**src/rtl/uart_prog_loader.sv**
```systemverilog
// UART boot loader: receives a word count then that many LSB-first words into instruction memory.
// Optional LOADER_CHECKSUM_EN adds a trailing XOR checksum word verified before releasing the CPU.
module uart_prog_loader #(
  parameter int CLKS_PER_BIT = 5208,
  parameter int WORD_W       = 16,
  parameter int ADDR_W       = 8,
  parameter int MAX_WORDS    = 256,
  parameter int TIMEOUT_CYC  = 1 << 20
) (
  input  logic              CLK,
  input  logic              RESET,
  input  logic              load_req_n,
  input  logic              uart_rx_pin,
  output logic              mem_we,
  output logic [ADDR_W-1:0] mem_addr,
  output logic [WORD_W-1:0] mem_wdata,
  output logic              cpu_hold,
  output logic              load_done,
  output logic              load_err,
  output logic [ADDR_W:0]   word_cnt
);

  localparam int BPW  = WORD_W / 8;
  localparam int BIW  = (BPW > 1) ? $clog2(BPW) : 1;
  localparam int CW   = (CLKS_PER_BIT > 2) ? $clog2(CLKS_PER_BIT) : 1;
  localparam int HALF = CLKS_PER_BIT / 2;
  localparam int TW   = $clog2(TIMEOUT_CYC + 1);
  localparam logic [WORD_W:0] MAX_EXT = (WORD_W + 1)'(MAX_WORDS);

  if ((WORD_W % 8) != 0) begin : g_bad_word_w
    $error("WORD_W must be a multiple of 8");
  end
  if (MAX_WORDS > (1 << ADDR_W)) begin : g_bad_max_words
    $error("MAX_WORDS must not exceed 2**ADDR_W");
  end

  typedef enum logic [1:0] {R_IDLE, R_START, R_DATA, R_STOP} rx_state_t;
  typedef enum logic [2:0] {
    S_IDLE,
    S_CNT,
    S_DATA,
`ifdef LOADER_CHECKSUM_EN
    S_CSUM,
`endif
    S_DONE,
    S_ERR
  } state_t;

  logic [1:0]        rx_sync_q;
  logic [2:0]        req_sync_q;
  rx_state_t         rx_state_q;
  logic [CW-1:0]     rx_cnt_q;
  logic [2:0]        rx_bit_q;
  logic [7:0]        rx_shift_q;

  state_t            state_q;
  logic [BIW-1:0]    byte_idx_q;
  logic [WORD_W-1:0] word_asm_q;
  logic [ADDR_W:0]   count_q;
  logic [ADDR_W:0]   word_cnt_q;
  logic [TW-1:0]     to_cnt_q;
  logic              mem_we_q;
  logic [ADDR_W-1:0] mem_addr_q;
  logic [WORD_W-1:0] mem_wdata_q;
  logic              cpu_hold_q;
  logic              load_done_q;
  logic              load_err_q;
`ifdef LOADER_CHECKSUM_EN
  logic [WORD_W-1:0] csum_q;
`endif

  logic              rx_s;
  logic              req_fall_s;
  logic              stop_tick_s;
  logic              rx_done_s;
  logic              rx_ferr_s;
  logic              last_byte_s;
  logic              loading_s;
  logic [WORD_W-1:0] word_full_s;
  logic [ADDR_W:0]   word_cnt_inc_s;

  assign rx_s           = rx_sync_q[1];
  assign req_fall_s     = req_sync_q[2] & ~req_sync_q[1];
  assign stop_tick_s    = (rx_state_q == R_STOP) && (rx_cnt_q == CW'(CLKS_PER_BIT - 1));
  assign rx_done_s      = stop_tick_s & rx_s;
  assign rx_ferr_s      = stop_tick_s & ~rx_s;
  assign last_byte_s    = (byte_idx_q == BIW'(BPW - 1));
  // Bytes enter at the top and shift down, so the first (LSB) byte ends at bit 0.
  assign word_full_s    = WORD_W'({rx_shift_q, word_asm_q} >> 8);
  assign word_cnt_inc_s = word_cnt_q + (ADDR_W + 1)'(1);
`ifdef LOADER_CHECKSUM_EN
  assign loading_s = (state_q == S_CNT) || (state_q == S_DATA) || (state_q == S_CSUM);
`else
  assign loading_s = (state_q == S_CNT) || (state_q == S_DATA);
`endif

  // Input synchronisers; both lines idle high so a reset never fakes an edge.
  always_ff @(posedge CLK or negedge RESET) begin
    if (!RESET) begin
      rx_sync_q  <= 2'b11;
      req_sync_q <= 3'b111;
    end else begin
      rx_sync_q  <= {rx_sync_q[0], uart_rx_pin};
      req_sync_q <= {req_sync_q[1:0], load_req_n};
    end
  end

  // UART byte receiver: half-bit start qualification, then centre sampling.
  always_ff @(posedge CLK or negedge RESET) begin
    if (!RESET) begin
      rx_state_q <= R_IDLE;
      rx_cnt_q   <= '0;
      rx_bit_q   <= 3'd0;
      rx_shift_q <= 8'h00;
    end else begin
      case (rx_state_q)
        R_IDLE: begin
          rx_cnt_q <= '0;
          if (!rx_s) rx_state_q <= R_START;
        end
        R_START: begin
          if (rx_cnt_q == CW'(HALF - 1)) begin
            rx_cnt_q   <= '0;
            rx_bit_q   <= 3'd0;
            rx_state_q <= rx_s ? R_IDLE : R_DATA;
          end else begin
            rx_cnt_q <= rx_cnt_q + CW'(1);
          end
        end
        R_DATA: begin
          if (rx_cnt_q == CW'(CLKS_PER_BIT - 1)) begin
            rx_cnt_q   <= '0;
            rx_shift_q <= {rx_s, rx_shift_q[7:1]};
            rx_bit_q   <= rx_bit_q + 3'd1;
            if (rx_bit_q == 3'd7) rx_state_q <= R_STOP;
          end else begin
            rx_cnt_q <= rx_cnt_q + CW'(1);
          end
        end
        R_STOP: begin
          if (stop_tick_s) begin
            rx_cnt_q   <= '0;
            rx_state_q <= R_IDLE;
          end else begin
            rx_cnt_q <= rx_cnt_q + CW'(1);
          end
        end
        default: rx_state_q <= R_IDLE;
      endcase
    end
  end

  // Loader FSM with registered memory-write and status outputs.
  always_ff @(posedge CLK or negedge RESET) begin
    if (!RESET) begin
      state_q     <= S_IDLE;
      byte_idx_q  <= '0;
      word_asm_q  <= '0;
      count_q     <= '0;
      word_cnt_q  <= '0;
      to_cnt_q    <= '0;
      mem_we_q    <= 1'b0;
      mem_addr_q  <= '0;
      mem_wdata_q <= '0;
      cpu_hold_q  <= 1'b0;
      load_done_q <= 1'b0;
      load_err_q  <= 1'b0;
`ifdef LOADER_CHECKSUM_EN
      csum_q      <= '0;
`endif
    end else begin
      mem_we_q <= 1'b0;
      if (req_fall_s) begin
        state_q     <= S_CNT;
        cpu_hold_q  <= 1'b1;
        load_done_q <= 1'b0;
        load_err_q  <= 1'b0;
        word_cnt_q  <= '0;
        byte_idx_q  <= '0;
        to_cnt_q    <= '0;
      end else if (loading_s) begin
        if (rx_ferr_s) begin
          state_q <= S_ERR;
        end else if (rx_done_s) begin
          to_cnt_q   <= '0;
          word_asm_q <= word_full_s;
          if (!last_byte_s) begin
            byte_idx_q <= byte_idx_q + BIW'(1);
          end else begin
            byte_idx_q <= '0;
            case (state_q)
              S_CNT: begin
                count_q <= (ADDR_W + 1)'(word_full_s);
`ifdef LOADER_CHECKSUM_EN
                csum_q  <= word_full_s;
`endif
                if ({1'b0, word_full_s} > MAX_EXT) begin
                  state_q <= S_ERR;
                end else if (word_full_s == '0) begin
`ifdef LOADER_CHECKSUM_EN
                  state_q <= S_CSUM;
`else
                  state_q <= S_DONE;
`endif
                end else begin
                  state_q <= S_DATA;
                end
              end
              S_DATA: begin
                mem_we_q    <= 1'b1;
                mem_addr_q  <= word_cnt_q[ADDR_W-1:0];
                mem_wdata_q <= word_full_s;
                word_cnt_q  <= word_cnt_inc_s;
`ifdef LOADER_CHECKSUM_EN
                csum_q      <= csum_q ^ word_full_s;
                if (word_cnt_inc_s == count_q) state_q <= S_CSUM;
`else
                if (word_cnt_inc_s == count_q) state_q <= S_DONE;
`endif
              end
`ifdef LOADER_CHECKSUM_EN
              S_CSUM: state_q <= (word_full_s == csum_q) ? S_DONE : S_ERR;
`endif
              default: state_q <= S_ERR;
            endcase
          end
        end else if (to_cnt_q == TW'(TIMEOUT_CYC - 1)) begin
          state_q <= S_ERR;
        end else begin
          to_cnt_q <= to_cnt_q + TW'(1);
        end
      end else begin
        // Status lands one cycle after the transition, i.e. after the final write strobe.
        case (state_q)
          S_IDLE: state_q <= S_IDLE;
          S_DONE: begin
            cpu_hold_q  <= 1'b0;
            load_done_q <= 1'b1;
          end
          S_ERR:  load_err_q <= 1'b1;
          default: state_q <= S_ERR;
        endcase
      end
    end
  end

  assign mem_we    = mem_we_q;
  assign mem_addr  = mem_addr_q;
  assign mem_wdata = mem_wdata_q;
  assign cpu_hold  = cpu_hold_q;
  assign load_done = load_done_q;
  assign load_err  = load_err_q;
  assign word_cnt  = word_cnt_q;

endmodule

```
**config.mk**
```make
export PLATFORM = sky130hd
export DESIGN_NAME = uart_prog_loader
export DESIGN_NICKNAME = d
export VERILOG_FILES = /design/src/rtl/uart_prog_loader.sv
export SDC_FILE = /design/constraint.sdc
export NUM_CORES = 1
export LEC_CHECK = 0
export ABC_AREA = 1
export CORE_MARGIN = 2
export CORE_UTILIZATION = 35
export DETAILED_ROUTE_END_ITERATION = 10
export GPL_ROUTABILITY_DRIVEN = 0
export PLACE_DENSITY = 0.61
export SLEW_MARGIN = 5
export SYNTH_ARGS = -nofsm -noshare
export SYNTH_HDL_FRONTEND = slang
export SYNTH_SLANG_ARGS = --single-unit
```
**constraint.sdc**
```tcl
create_clock -name CLK -period 2.1 [get_ports CLK]
set_input_delay 0.525 -clock CLK [delete_from_list [all_inputs] [get_ports CLK]]
set_output_delay 0.525 -clock CLK [all_outputs]
set_load 0.02 [all_outputs]
```
# ---- Yosys cells after proc, flatten, opt, wreduce, memory -nomap -nowiden
# Cells that the tools add are included.
dict set report totals {
  register_bits 118
  elab_cells 136
}
dict set report op_classes {
  n_addsub 5
  n_lt_le_gt_ge 1
  eq_ne 24
  muxes 56
  bitwise_logic 7
  n_reduce_logical 25
}
# op count
set ops {}
lappend ops {{$mux 21} 5}
lappend ops {{$mux 9} 6}
lappend ops {{$pmux 13 s4} 1}
lappend ops {{$mux 13} 3}
lappend ops {{$mux 3} 10}
lappend ops {{$add 21x1->21 const B} 1}
lappend ops {{$eq 21x20->1 const B} 1}
lappend ops {{$mux 1} 21}
lappend ops {{$pmux 3 s2} 3}
lappend ops {{$gt 16x9->1 const B} 1}
lappend ops {{$logic_not 16->1} 1}
lappend ops {{$ne 2x2->1 const B} 7}
lappend ops {{$reduce_bool 2->1} 7}
lappend ops {{$add 13x1->13 const B} 1}
lappend ops {{$eq 13x12->1 const B} 1}
lappend ops {{$eq 13x13->1 const B} 1}
lappend ops {{$mux 2} 6}
lappend ops {{$reduce_and 6->1} 2}
lappend ops {{$reduce_and 5->1} 2}
lappend ops {{$add 9x1->9 const B} 1}
lappend ops {{$eq 9x9->1} 1}
lappend ops {{$reduce_and 3->1} 3}
lappend ops {{$pmux 2 s4} 1}
lappend ops {{$reduce_and 4->1} 2}
lappend ops {{20 further kinds} 30}

# ---- Logic depth before layout (Yosys ltp)
dict set report logic_depth {
  ltp_word 9
  depth_mapped 15
  ltp_nobuf 15
}

# ---- Least setup slack after synthesis
# OpenSTA, ideal clock, no wires.
dict set report synth_timing {
  path_type {register to register}
  startpoint {register rx_cnt_q[0]}
  endpoint {register mem_addr_q[3], in the netlist mem_addr[3]}
  setup_ps 130
  t_arrival_ps 1695
  t_required_ps 1970
  path_slack_ps 275
  path_stages_with_launch 13
  n_path_buf 2
  cell_sequence {dfrtp_1 -> ha_1 -> nand2_2 -> nor2_2 -> nand3_1 -> nor2_2 -> nand2_2 -> nor3_4 -> nand2_1 -> buf_6 -> buf_6 -> nand2_1 -> o21ai_1}
}
dict set report synth_between {
  elab_chain_len 5
}
# element line_no
set synth_lines {}
lappend synth_lines {{from (decl)} 52} ;# logic [CW-1:0] rx_cnt_q;
lappend synth_lines {{from (signal assigned)} 127} ;# rx_cnt_q <= rx_cnt_q + CW'(1);
lappend synth_lines {{from (signal assigned)} 137} ;# rx_cnt_q <= rx_cnt_q + CW'(1);
lappend synth_lines {{from (signal assigned)} 145} ;# rx_cnt_q <= rx_cnt_q + CW'(1);
lappend synth_lines {{$eq 13x13->1 (*)} 84} ;# assign stop_tick_s = (rx_state_q == R_STOP) && (rx_cnt_q == CW'(CLKS_PER_BIT - 1));
lappend synth_lines {{$logic_and 1x1->1 (*)} 84}
lappend synth_lines {{$and 1x1->1} 86} ;# assign rx_ferr_s = stop_tick_s & ~rx_s;
lappend synth_lines {{$not 1->1 (no source line)} --}
lappend synth_lines {{$reduce_and 6->1 (no source line) (*)} --}
lappend synth_lines {{to (signal assigned)} 211} ;# mem_addr_q <= word_cnt_q[ADDR_W-1:0];
lappend synth_lines {{to (decl)} 63} ;# logic [ADDR_W-1:0] mem_addr_q;
# Mark *: on every way between the ends. The rest lies on a longest branch, timed or not.
# A chain may end at the register's enable or synchronous reset.

# ---- Worst setup path after layout
dict set report layout_timing {
  startpoint {register word_cnt_q[5], in the netlist word_cnt[5]}
  endpoint {output word_cnt[5]}
}
# element line_no
set layout_lines {}
lappend layout_lines {{from (decl)} 60} ;# logic [ADDR_W:0] word_cnt_q;
lappend layout_lines {{from (signal assigned)} 213} ;# word_cnt_q <= word_cnt_inc_s;
lappend layout_lines {{to (decl)} 20} ;# output logic [ADDR_W:0] word_cnt
# No word-level cell between the ends.

==> results_dict.tcl <==
set metrics [dict create \
    place_hpwl_mm 8.384 \
    cts_buffers 9 \
    port_buffers 40 \
    critPathTopFamily "buffers and inverters" \
    crit_path_top_delay_cell "clkdlybuf4s50_1" \
    grt_max_degree 49 \
    die_y_um 129.6 \
    cts.htree.levels 3 \
    clockBufferDepth 2 \
    grt_util_met1_pct 20.07 \
    clock-sinks 110 \
    crit_type "reg2out" \
    p_sw_w 0.001423 \
    synth_nets 715 \
    irDropWorstVdd_mv 0.4472 \
    slowest_delay_ns 0.66 \
    comb_power_share_pct 14.9 \
    grt_busiest_layer "met2" \
    cts_tree "done" \
    start_util_pct 36.06 \
    setup_ws_ns 0.08033 \
    finalClockSkew_ns 0.01269 \
    fin_crit_ns 2.020 \
    ys.flop_type "dfrtp_1" \
    synthToLayoutAreaGrowth_pct 18.89 \
    powerDensity_nw_per_um2 720.8 \
    internal_power_w 0.003310 \
    routed_wl_mm 11.67 \
    overflow 0 \
    rr_worst_depth 11 \
    use_met2_pct 24.08 \
    vias 4471 \
    ys_seq_area_share_pct 49.95 \
    reg2reg_setup_slack_ns 0.15 \
    setup_viol 0 \
    cts.clk_slew.worst_paths_ns 0.08 \
    grt_pass1_wl_mm 20.06 \
    maxSlewViolCount 0 \
    ys_top_cells_by_count "191 x nand2_1, 105 x dfrtp_1, 80 x inv_1" \
    yosysMostFrequentCell "nand2_1" \
    antenna_found_initial 0 \
    core_region_area_um2 15310 \
    maxSlewHeadroom_pct 63.06 \
    first_global_vias 4211 \
    rsz0062_at_grt "true" \
    met3_usage_pct 3.220 \
    rr_startpoint "rx_cnt_q[0]" \
    crit_path_end_kind "output pin" \
    hold-worst-slack_ns 0.1008 \
    yosysTopAreaCell "dfrtp_1" \
    drive_gt1_share_pct 8.410 \
    n_antenna_cell 0 \
    cp.required_ns 1.57 \
    cap_violations 0 \
    die_area_um2 16800 \
    yosys_warnings 0 \
    synthArstFlopShare_pct 100.0 \
    fin_nets 765 \
    pin_count 41 \
    vias_per_cell 4.600 \
    max_freq_mhz 495.1 \
    antenna_left 0 \
    dpl_worst_slack_ns 0.02709 \
    synth_area_leaders "dfrtp_1 48%, nand2_1 13%, nand3_1 6.2%, inv_1 5.4%, nor2_1 5.0%" \
    min-delay-path-class "in2async" \
    synth_seq_cells 110 \
    synthCells 706 \
    p_leak_nw 3.005 \
    worstSetupPathDepth 1 \
    finalCritPeriodShare_pct 96.17 \
    fin_setup_tns_ns 0 \
    path_buf_inv 1 \
    p_sw_share_pct 30.06 \
    route.detailed.wl_per_inst_um 12.00 \
    p_clk_share_pct 36.1 \
    synth_top_area_share_pct 47.58 \
    status "complete, no violations" \
    syn_avg_cell_area_um2 7.823 \
    drc 0 \
    yosysUniqueCellTypes 29 \
    synth_edf_count 0 \
    cts_root_buf "clkbuf_16" \
    drtPass1Iterations 4 \
    cp.arrival_ns 1.49 \
    clk_latency_ns 0.37 \
    die_width_um 129.6 \
    hold_violations 0 \
    grt_usage_pct 15.00 \
    rows 45 \
    r2r-end "mem_wdata[6]" \
    tightest_slew_ns 0.5535 \
    syn_area_um2 5523 \
    crit_fanout 8 \
    crit_chain "clkdlybuf4s50_1" \
    drtIter0Drc 291 \
    seq_power_share_pct 49.0 \
    start_kind "flop" \
]
==> power by group through the flow <==
stage / registers, W / logic, W / clock network (W)
6_report: 0.00232 / 0.000705 / 0.00171
5_1_grt: 0.00234 / 0.000804 / 0.00185
4_1_cts: 0.00232 / 0.000688 / 0.00176
3_5_place_dp: 0.00236 / 0.000684 / 0
3_3_place_gp: 0.00236 / 0.000687 / 0
2_1_floorplan: 0.00237 / 0.000429 / 0
==> registers in the layout (all words and copies together) (netlist names), named ones only <==
signal / count
rx_shift_q: 8
mem_wdata: 16
mem_addr: 8
rx_bit_q: 3
load_err: 1
count_q: 9
rx_sync_q: 2
word_asm_q: 8
byte_idx_q: 1
word_cnt: 9
req_sync_q: 3
state_q: 3
rx_state_q: 1
to_cnt_q: 21
rx_cnt_q: 13
mem_we: 1
cpu_hold: 1
load_done: 1
==> per-stage QoR <==
step / utilization, % / instance area (um2) / power [W] / cells
2_1_floorplan: - / 5523 / 0.002802 / 706
5_1_grt: 42.88 / 6566 / 0.004993 / 972
4_1_cts: 42.57 / 6519 / 0.004770 / 971
3_5_place_dp: 40.63 / 6222 / 0.003046 / 955
6_report: 42.88 / 6566 / 0.004733 / 972
3_3_place_gp: 40.63 / 6222 / 0.003048 / 955
==> metal layers <==
| layer | part of all wire [%] | routed length [um] | up-vias |
|---|---|---|---|
| li1 | - | - | 2370 |
| met1 | 50 | 5841 | 2029 |
| met2 | 45 | 5269 | 57 |
| met3 | 2.6 | 302 | 15 |
| met4 | 2.2 | 252 | 0 |
| met5 | 0 | 0 | - |
==> how the worst max path moves through the flow <==
stage	start	to
6_report	word_cnt[5]	word_cnt[5]
2_1_floorplan	rx_cnt_q[0]	mem_addr[3]
3_3_place_gp	rx_cnt_q[0]	to_cnt_q[4]
5_1_grt	req_sync_q[1]	to_cnt_q[4]
4_1_cts	rx_cnt_q[0]	to_cnt_q[4]
3_5_place_dp	rx_cnt_q[0]	to_cnt_q[4]
==> cells by family after synthesis <==
family	after synthesis	synth area share [%]
DFF	110	49.95
xor gates and xnor gates	18	2.855
buffers and inverters	102	7.657
AOI/OAI and AO/OA	95	9.243
and+or+nand+nor	376	29.16
adders and majority gates	5	1.133
==> cells in the final DEF (no fill, tap or decap) <==
| master | netlist | final |
|---|---|---|
| a21oi_1 | 24 | 22 |
| a21oi_2 | 0 | 2 |
| buf_12 | 0 | 2 |
| buf_4 | 1 | 15 |
| buf_6 | 4 | 1 |
| clkbuf_1 | 8 | 1 |
| clkbuf_16 | 0 | 9 |
| clkdlybuf4s50_1 | 0 | 39 |
| clkinv_1 | 1 | 1 |
| clkinv_4 | 0 | 1 |
| clkinv_8 | 0 | 2 |
| dfrtp_1 | 105 | 105 |
| dfstp_2 | 5 | 5 |
| ha_1 | 5 | 4 |
| ha_2 | 0 | 1 |
| inv_1 | 80 | 80 |
| inv_2 | 3 | 3 |
| inv_6 | 0 | 3 |
| nand2_1 | 191 | 191 |
| nand2_2 | 6 | 5 |
| nand2_8 | 0 | 1 |
| nand3_1 | 68 | 67 |
| nand3_2 | 1 | 2 |
| nand3b_1 | 2 | 2 |
| nand4_1 | 15 | 15 |
| nor2_1 | 74 | 73 |
| nor2_2 | 6 | 6 |
| nor2_4 | 0 | 1 |
| nor3_1 | 10 | 10 |
| nor3_4 | 1 | 1 |
| nor3b_1 | 2 | 2 |
| o21a_1 | 1 | 1 |
| o21ai_0 | 32 | 31 |
| o21ai_1 | 27 | 28 |
| o21ai_2 | 4 | 4 |
| o31ai_1 | 7 | 7 |
| xnor2_1 | 1 | 1 |
| xor2_1 | 17 | 17 |
==> area by class of cell <==
class                   count  area (um2)
flip-flops and latches    110        2759
well taps                 211       264.0
inverters                  84       315.3
multi-input cells         494        2377
clock buffers              10       229.0
fillers                  1579        8748
clock inverters             6       67.56
repair buffers             57       554.3
==> repair_timing <==
item | 4_1_cts | 5_1_grt
hold endpoints to repair | 0 | 0
buffers inserted | 0 | 1
resized for setup | 0 | 10
setup endpoints to repair | 0 | 57
hold buffers | 0 | 0
(Power assumes the default switching activity.)
